### src/rtl/seg_readback_decoder.sv
// Readback decoder for the three-digit active-low 7-segment bus: filters, decodes mode/value.
// Optional SEG_READBACK_SYNC2_EN adds a two-flop input synchronizer ahead of the sample register.
module seg_readback_decoder #(
    parameter int unsigned STABLE_CYCLES = 4
) (
    input  logic        clk,
    input  logic        reset,
    input  logic [20:0] seg_n,
    input  logic        out_ready,
    output logic        out_valid,
    output logic [1:0]  out_mode,
    output logic [3:0]  out_value,
    output logic        out_err
);

    localparam logic [7:0] CntMax = 8'(STABLE_CYCLES - 1);

    localparam logic [6:0] GlyphH = 7'b1110110;
    localparam logic [6:0] GlyphD = 7'b1011110;
    localparam logic [6:0] GlyphB = 7'b1111100;
    localparam logic [6:0] Glyph0 = 7'b0111111;
    localparam logic [6:0] Glyph1 = 7'b0000110;

    typedef enum logic [1:0] {StWaitStable, StDecode, StHold} state_e;

    logic [20:0] bus_in;
    logic        bus_vld;

`ifdef SEG_READBACK_SYNC2_EN
    logic [20:0] sync1_q, sync2_q;
    logic        sv1_q, sv2_q;

    always_ff @(posedge clk or posedge reset) begin
        if (reset) begin
            sync1_q <= '1;
            sync2_q <= '1;
            sv1_q   <= 1'b0;
            sv2_q   <= 1'b0;
        end else begin
            sync1_q <= seg_n;
            sync2_q <= sync1_q;
            sv1_q   <= 1'b1;
            sv2_q   <= sv1_q;
        end
    end

    assign bus_in  = sync2_q;
    assign bus_vld = sv2_q;
`else
    assign bus_in  = seg_n;
    assign bus_vld = 1'b1;
`endif

    logic [20:0] sample_q, prev_q, cand_q, cand_d, last_q, last_d;
    logic        sample_vld_q, prev_vld_q, last_vld_q, last_vld_d;
    logic [7:0]  cnt_q, cnt_d;
    state_e      state_q, state_d;
    logic [1:0]  mode_q, mode_d;
    logic [3:0]  value_q, value_d;
    logic        err_q, err_d;
    logic        same, stable, new_pat;

    // The valid flags keep reset contents of the pipeline from counting as a real sample.
    assign same    = sample_vld_q && prev_vld_q && (sample_q == prev_q);
    assign stable  = same && (cnt_q == CntMax);
    assign new_pat = !last_vld_q || (sample_q != last_q);

    always_comb begin
        cnt_d = cnt_q;
        if (!same) begin
            cnt_d = '0;
        end else if (cnt_q != CntMax) begin
            cnt_d = cnt_q + 8'd1;
        end
    end

    function automatic logic [4:0] glyph_val(input logic [6:0] g);
        logic [4:0] r;
        case (g)
            7'b0111111: r = {1'b1, 4'h0};
            7'b0000110: r = {1'b1, 4'h1};
            7'b1011011: r = {1'b1, 4'h2};
            7'b1001111: r = {1'b1, 4'h3};
            7'b1100110: r = {1'b1, 4'h4};
            7'b1101101: r = {1'b1, 4'h5};
            7'b1111101: r = {1'b1, 4'h6};
            7'b0000111: r = {1'b1, 4'h7};
            7'b1111111: r = {1'b1, 4'h8};
            7'b1101111: r = {1'b1, 4'h9};
            7'b1110111: r = {1'b1, 4'hA};
            7'b1111100: r = {1'b1, 4'hB};
            7'b0111001: r = {1'b1, 4'hC};
            7'b1011110: r = {1'b1, 4'hD};
            7'b1111001: r = {1'b1, 4'hE};
            7'b1110001: r = {1'b1, 4'hF};
            default:    r = 5'b0_0000;
        endcase
        return r;
    endfunction

    logic [6:0] d2, d1, d0;
    logic [4:0] g0;
    logic [1:0] dec_mode;
    logic [3:0] dec_value;
    logic       dec_err;

    assign d2 = cand_q[20:14];
    assign d1 = cand_q[13:7];
    assign d0 = cand_q[6:0];
    assign g0 = glyph_val(d0);

    always_comb begin
        dec_mode  = 2'b00;
        dec_value = 4'h0;
        dec_err   = 1'b0;
        if (cand_q == '0) begin
            dec_err = 1'b0;
        end else if (d2 == GlyphH && d1 == 7'b0 && g0[4]) begin
            dec_mode  = 2'b01;
            dec_value = g0[3:0];
        end else if (d2 == GlyphD && d1 == Glyph0 && g0[4] && g0[3:0] <= 4'd9) begin
            dec_mode  = 2'b10;
            dec_value = g0[3:0];
        end else if (d2 == GlyphD && d1 == Glyph1 && g0[4] && g0[3:0] <= 4'd5) begin
            dec_mode  = 2'b10;
            dec_value = g0[3:0] + 4'd10;
        end else if (d2 == GlyphB && d1 == 7'b0 && g0[4] && g0[3:0] <= 4'd9) begin
            dec_mode  = 2'b11;
            dec_value = g0[3:0];
        end else begin
            dec_err = 1'b1;
        end
    end

    always_comb begin
        state_d    = state_q;
        cand_d     = cand_q;
        last_d     = last_q;
        last_vld_d = last_vld_q;
        mode_d     = mode_q;
        value_d    = value_q;
        err_d      = err_q;
        unique case (state_q)
            StWaitStable: begin
                if (stable && new_pat) begin
                    state_d = StDecode;
                    cand_d  = sample_q;
                end
            end
            StDecode: begin
                mode_d     = dec_mode;
                value_d    = dec_value;
                err_d      = dec_err;
                last_d     = cand_q;
                last_vld_d = 1'b1;
                state_d    = StHold;
            end
            StHold: begin
                if (out_ready) begin
                    state_d = StWaitStable;
                end
            end
            default: state_d = StWaitStable;
        endcase
    end

    always_ff @(posedge clk or posedge reset) begin
        if (reset) begin
            sample_q     <= '0;
            sample_vld_q <= 1'b0;
            prev_q       <= '0;
            prev_vld_q   <= 1'b0;
            cnt_q        <= '0;
            state_q      <= StWaitStable;
            cand_q       <= '0;
            last_q       <= '0;
            last_vld_q   <= 1'b0;
            mode_q       <= 2'b00;
            value_q      <= 4'h0;
            err_q        <= 1'b0;
        end else begin
            sample_q     <= ~bus_in;
            sample_vld_q <= bus_vld;
            prev_q       <= sample_q;
            prev_vld_q   <= sample_vld_q;
            cnt_q        <= cnt_d;
            state_q      <= state_d;
            cand_q       <= cand_d;
            last_q       <= last_d;
            last_vld_q   <= last_vld_d;
            mode_q       <= mode_d;
            value_q      <= value_d;
            err_q        <= err_d;
        end
    end

    assign out_valid = (state_q == StHold);
    assign out_mode  = mode_q;
    assign out_value = value_q;
    assign out_err   = err_q;

endmodule

### config.mk
export PLATFORM = sky130hd
export DESIGN_NAME = seg_readback_decoder
export DESIGN_NICKNAME = d
export VERILOG_FILES = /design/src/rtl/seg_readback_decoder.sv
export SDC_FILE = /design/constraint.sdc
export NUM_CORES = 1
export LEC_CHECK = 0
export ABC_AREA = 0
export ABC_CLOCK_PERIOD_IN_PS = 8109
export BUFFER_PORTS_ARGS = -buffer_cell sky130_fd_sc_hd__buf_2
export CAP_MARGIN = 40
export CORE_MARGIN = 1
export CORE_UTILIZATION = 61
export CTS_CLUSTER_SIZE = 14
export DETAILED_ROUTE_END_ITERATION = 16
export PLACE_DENSITY = 0.79
export SYNTH_ARGS = -nofsm -noshare
export SYNTH_HDL_FRONTEND = slang
export SYNTH_SLANG_ARGS = --single-unit
### constraint.sdc
create_clock -name clk -period 8.11 [get_ports clk]
set_input_delay 1.2165 -clock clk [delete_from_list [all_inputs] [get_ports clk]]
set_output_delay 1.2165 -clock clk [all_outputs]
set_load 0.02 [all_outputs]
==> results of run 1 <==
## sequential cells by signal, summed over array words and instances (netlist names)
name          flops
cand_q           21
last_q           21
prev_q           21
sample_q         21
cnt_q             8
out_value         4
out_mode          2
state_q           2
last_vld_q        1
out_err           1
prev_vld_q        1
sample_vld_q      1
## worst max-delay path by stage
| stage | endpoint | slack, ns | cells after the start |
|---|---|---|---|
| global placement | last_q[17] | 5.64 | 3 |
| global route | cand_q[20] | 5.47 | 7 |
| CTS | cand_q[20] | 5.58 | 7 |
| floorplan | cand_q[0] | 4.16 | 1 |
| detailed placement | cand_q[17] | 5.63 | 3 |
| finish | cand_q[20] | 5.60 | 7 |
## report_power, final
group | internal, uW | switching (uW)
registers | 529 | 10.8
logic | 14.7 | 19.6
clock network | 143 | 175
## cell families after synthesis
logic type / count (synthesis)
simple gates: 174
buf+inv: 41
other cells: 1
compound gates: 32
mux: 23
xor+xnor: 49
flops: 104
fa+ha+maj: 2
## routing by layer
metal / vias to the layer above / part of all wire [%] / global-route usage, %
met2: 60 / 48 / 37.95
met1: 1517 / 46 / 34.56
met5: - / 0 / 0
met3: 18 / 3.1 / 3.638
met4: 0 / 2.5 / 11.42
li1: 1492 / - / -
## stage by stage
| step | total power (uW) | hold WS [ns] |
|---|---|---|
| finish | 891.8 | 0.4110 |
| global route | 926.7 | 0.4294 |
| CTS | 897.7 | 0.4138 |
| detailed placement | 585.6 | 0.3840 |
| global placement | 584.1 | 0.3594 |
| floorplan | 571.2 | 0.3466 |
## layout make-up
| cell class | count | area, sq um | share of cell area [%] |
|---|---|---|---|
| clock inverters | 6 | 67.56 | 1.314 |
| repair buffers | 35 | 192.7 | 3.747 |
| inverters | 25 | 96.34 | 1.873 |
| clock buffers | 9 | 123.9 | 2.409 |
| multi-input cells | 281 | 1936 | 37.64 |
| well taps | 99 | 123.9 | 2.409 |
| flip-flops and latches | 104 | 2603 | 50.61 |
## cells in the final DEF (no fill, tap or decap), drive strengths merged, types with 2 or more instances in the layout
| cell type | Yosys | final |
|---|---|---|
| ha | 2 | 2 |
| or3b | 2 | 2 |
| nand3 | 20 | 20 |
| nand2 | 78 | 78 |
| nand2b | 4 | 4 |
| mux2 | 22 | 22 |
| nand4 | 8 | 8 |
| dfrtp | 104 | 104 |
| a21oi | 7 | 7 |
| o31ai | 2 | 2 |
| o21ai | 8 | 8 |
| o211ai | 3 | 3 |
| clkinvlp | 0 | 2 |
| buf | 10 | 35 |
| inv | 25 | 27 |
| xor2 | 28 | 28 |
| nor4 | 11 | 11 |
| nor2b | 4 | 4 |
| clkbuf | 6 | 9 |
| xnor2 | 21 | 21 |
| nand4b | 4 | 4 |
| and4 | 2 | 2 |
| nand3b | 2 | 2 |
| nor2 | 17 | 17 |
| nor3 | 7 | 7 |
| or3 | 2 | 2 |
| and3 | 7 | 7 |
==> metrics, run 1 <==
wire per inst 15.98 um; Placement Setup Slack 5.629 ns; Slew @ Worst Pin 0.7751 ns; Synth area leader dfrtp_1; clock root buffer clkbuf_8; synth warn 0; initial antenna violation count 0; FF+latch count, synth between 100 and 150; Final ANT Viol Nets 0; Die ar. between 8000 and 9000 sq um; vias per cell 5.522; Post-CTS Hold Buffers 0; CP max stage cell dfrtp_1; CTS tree built; DIE WIDTH roughly 90 um; worst path cell trace xnor2_1 > nand4_1 > nor4_2 > nand3_2 > nor3_4 > buf_4 > mux2_1; DR vias approximately 3.1k; Synth Net Count 452; simple logic cell fraction of the synthesized area 19.26%; vias in the first global route between 3k and 4k; largest net degree at the start of global routing 67; placed cell count about 540; leak pwr 0.002527 uW; Mapped Cells between 400 and 500; CTS max path bufs 2; min-delay src sample_vld_q; period utilization 30.99%; Reg-to-Reg Start sample_q[1]; number of remaining DRC errors 0; initial core utilization 64.07%; nets just under 500; most frequent cells after synthesis dfrtp_1 (104), nand2_1 (78), xor2_1 (28), inv_1 (25), xnor2_1 (21); xor/xnor cell area share of the yosys netlist a little under a tenth; finished layout cell area 5142 sq um; synthesized area per cell 11.08 sq um; share of layout cells above drive strength 1 18.26%; Core Util, Final a little over two thirds; CP startpoint kind flip-flop; Critical Path Fanout Max 21; post-synthesis mux area share just over 7%; max-slew violation count 0; adder-cell area share of the yosys netlist 0.5299%; H-tree level count 3; status completed; Detailed Route WL 8935 um; hold depth 0; Final Wtd Congestion ~0.8; minimum clock period ~2.5 ns; Post-synth ARST share 100.0%; Finished Layout Cells 559; fmax 397.9 MHz; setup_tns 0 ns; insertion delay to the later sink of the worst-skew pair roughly 0.37 ns; Post-synth EDFFs 0; synth top area cells dfrtp_1 (55%), mux2_4 (6.4%), nand2_1 (6.2%); CP Launch Point sample_q[1]; Max-cap violations 0; Crit path largest cell delay 0.44 ns; Seq/Total Area, Yosys between 50% and 60%; Setup CP Type reg -> reg; most common flop cell mapped by yosys dfrtp_1; peak supply drop approximately 0.11 mV; Synth top area share between 50% and 60%; Hold Violations, Final 0; DRT iter0 DRCs 256; Ports 32; first-pass GRT wire length 15260 um; pwr/cell area 173.4 nW/um^2; Min-Delay Endpoint prev_vld_q; Area Overhead vs Synth 8.903%; num rows 31; Remaining Overflow, GRT 0; FILL cells 561; DR pass1 iterations 4; RSZ-0062 raised after global routing false; CP arrival 2.77 ns; gr usage total 24.50%; Ant. Diodes 0; setup bufs post-CTS 0; Placement Cell Area 4951 sq um; Synth cell types 57; Crit path required time 8.37 ns; clock sink total roughly 100; Worst path top cell family by delay simple AND/OR/NAND/NOR gates; Core ar. 7370 sq um; skew final 0.01404 ns; Worst Hold Class reg -> reg; Reg clk slew, reported paths roughly 0.1 ns; mapped cell area 4722 sq um; R2R Setup Slk 5.60 ns; CTS Buf Count 9; slew margin rel. 48.33%; top-count cell post-synth dfrtp_1; Buf/Inv on CP 1; endpoint type of the worst setup path flip-flop; Synth Area in Compound Gates 4.928%; reg2reg end cand_q[20]; post-DP HPWL 6361 um; # resized after CTS 0; die height 89.99 um; largest family of logic cells by synthesized area simple AND/OR/NAND/NOR gates; worst setup margin between 5 and 6 ns; Final setup viols 0; FF-to-FF path depth 7; PortBufs 31
No activity file was read; power rests on OpenSTA's default activity.
==> run 2, diff against run 1 <==
--- a/config.mk
+++ b/config.mk
@@ -6,14 +6,14 @@
 export NUM_CORES = 1
 export LEC_CHECK = 0
 export ABC_AREA = 0
-export ABC_CLOCK_PERIOD_IN_PS = 8109
+export ABC_CLOCK_PERIOD_IN_PS = 2510
 export BUFFER_PORTS_ARGS = -buffer_cell sky130_fd_sc_hd__buf_2
 export CAP_MARGIN = 40
 export CORE_MARGIN = 1
-export CORE_UTILIZATION = 61
+export CORE_UTILIZATION = 60
 export CTS_CLUSTER_SIZE = 14
 export DETAILED_ROUTE_END_ITERATION = 16
-export PLACE_DENSITY = 0.79
+export PLACE_DENSITY = 0.78
 export SYNTH_ARGS = -nofsm -noshare
 export SYNTH_HDL_FRONTEND = slang
 export SYNTH_SLANG_ARGS = --single-unit
==> constraint.sdc (replaced) <==
create_clock -name clk -period 2.51 [get_ports clk]
set_input_delay 0.3765 -clock clk [delete_from_list [all_inputs] [get_ports clk]]
set_output_delay 0.3765 -clock clk [all_outputs]
set_load 0.02 [all_outputs]
==> run 2 against run 1 <==
Against the previous run: die area up 1.6%; non-clock buffer count up 2; sequential power increased to 3.2 times the previous value; critical path type unchanged; via count down 0.16%; global-route usage rose by 0.31 points.
==> metrics, run 2 (synthesized netlist as in run 1, its figures left out) <==
minimum clock period 2.282 ns (-0.2313 ns); share of layout cells above drive strength 1 18.57% (+0.31 points); WL met3 316 um (+14%); die height 90.72 um (+0.81%); H-tree level count 3 (unchanged); post-DP HPWL 6226 um (-2.1%); clock root buffer clkbuf_8; num rows 31 (unchanged); slew margin rel. 62.96% (+15 points); Die ar. 8229 sq um (+1.6%); Clk pwr share 34.9% (-0.7 points); status completed; Crit path required time 2.77 ns (-5.60 ns); vias per cell 5.484 (-0.69%); pwr/cell area 552.3 nW/um^2 (+220%); Multi-input gate area 1933 sq um (-0.13%); setup bufs post-CTS 0 (unchanged); gr usage total 24.81% (+0.31 points); finished layout cell area 5172 sq um (+0.58%); Area Overhead vs Synth 9.539%; Max-cap violations 0 (unchanged); DIE WIDTH 90.72 um (+0.81%); FILL cells 572 (+2.0%); CTS Buf Count 9 (unchanged); CP Launch Point cnt_q[0]; peak supply drop 0.3741 mV (+240%); # resized after CTS 0 (unchanged); CTS tree built; Detailed Route WL 9036 um (+1.1%); Slew @ Worst Pin 0.5557 ns (-0.2194 ns); clock sink total 104 (unchanged); initial core utilization 63.41% (-0.67 points); Final Wtd Congestion 0.8552 (+6.2%); DR vias 3082 (-0.16%); Core ar. 7447 sq um (+1.1%); DR pass1 iterations 4 (unchanged); max-slew violation count 0 (unchanged); CP arrival 2.54 ns (-0.23 ns); Sequential Power Share 61.1% (+0.5 points); Ports 32 (unchanged); Int Pwr 2161 uW (+210%); setup_tns 0 ns (unchanged); R2R Setup Slk 0.23 ns (-5.37 ns); first-pass GRT wire length 15710 um (+2.9%); switching share of power 24.34% (+1.3 points); endpoint type of the worst setup path flip-flop; RSZ-0062 raised after global routing false; leak pwr 0.002535 uW (+0.34%); Comb power frac 4.1% (+0.3 points); FF-to-FF path depth 7 (unchanged); Final ANT Viol Nets 0 (unchanged); PortBufs 31 (unchanged); largest net degree at the start of global routing 105 (+57%); Reg-to-Reg Start cnt_q[0]; insertion delay to the later sink of the worst-skew pair 0.37 ns (about the same); initial antenna violation count 0 (unchanged); Worst Hold Class in -> async; Ant. Diodes 0 (unchanged); Psw 695.4 uW (+240%); skew final 0.009373 ns (-0.004671 ns); Remaining Overflow, GRT 0 (unchanged); fmax 438.3 MHz (+10%); most common cell after layout, fill and taps aside dfrtp_1; number of remaining DRC errors 0 (unchanged); Placement Cell Area 4982 sq um (+0.63%); Reg clk slew, reported paths 0.10 ns (about the same); Hold Violations, Final 0 (unchanged); vias in the first global route 3193 (+3.8%); wire per inst 16.08 um (+0.59%); CP startpoint kind flip-flop; Final setup viols 0 (unchanged); commonest cells after routing, fill and taps aside dfrtp_1 (104), nand2_1 (78), buf_2 (31); top routing layer used met4; nets 484 (+0.41%); routed wl met2 4265 um (-0.42%); CTS max path bufs 2 (unchanged); Critical Path Fanout Max 21 (unchanged); DRT iter0 DRCs 202 (-21%); period utilization 90.91% (+60 points); Setup CP Type reg -> reg; FF+latch area 2603 sq um (unchanged); Metal-1 WL 4271 um (+3.0%); Post-CTS Hold Buffers 0 (unchanged)
-- run 2: area by class of cell --
| cell class | instances | share of cell area, % |
|---|---|---|
| tap | 99 | 2.395 |
| timing repair buffer | 37 | 4.354 |
| clock inverter | 6 | 1.016 |
| clock buffer | 10 | 2.661 |
| multi-input combinational | 281 | 37.37 |
| inverter | 25 | 1.887 |
| sequential | 104 | 50.31 |
-- run 2: path summary, 6_finish.rpt --
check | end
setup reg to reg | cand_q[20]
min in group clk | sample_q[10]
hold reg to reg | prev_vld_q
setup / recovery | cand_q[20]
max in group asynchronous | cnt_q[5]
hold / removal | sample_q[18]
-- run 2: critical path, stage by stage (launching register included) --
cell and delay [ns]:
dfrtp_1 0.40, ha_1 0.23, nor4b_2 0.21, nand2_1 0.15, or3_4 0.37, nor3_4 0.23, buf_12 0.23, mux2_1 0.35
-- run 2: stage by stage --
| stage | instances | hold slack (ns) | util, % | setup slack, ns | total power, uW |
|---|---|---|---|---|---|
| 6_report | 562 | 0.1002 | 69.46 | 0.2282 | 2857 |
| 3_5_place_dp | 546 | 0.3843 | 66.90 | 0.2540 | 1896 |
| 5_1_grt | 562 | 0.1056 | 69.46 | 0.09360 | 2978 |
| 2_1_floorplan | 426 | 0.3466 | - | 0.4008 | 1846 |
| 4_1_cts | 562 | 0.1128 | 69.46 | 0.1846 | 2889 |
| 3_3_place_gp | 546 | 0.3620 | 66.90 | 0.3079 | 1892 |
-- run 2: power by group through the flow --
stage	combinational, uW	sequential (uW)	clock (uW)
6_report	116	1740	996
5_1_grt	133	1750	1090
4_1_cts	120	1740	1020
3_5_place_dp	118	1780	0
3_3_place_gp	116	1780	0
2_1_floorplan	77.1	1770	0
-- run 2: metal layers --
layer / global-route usage (%) / up-vias
met4: 10.35 / 0
met1: 35.16 / 1503
met5: 0 / -
met3: 3.704 / 16
met2: 38.45 / 73
li1: - / 1490
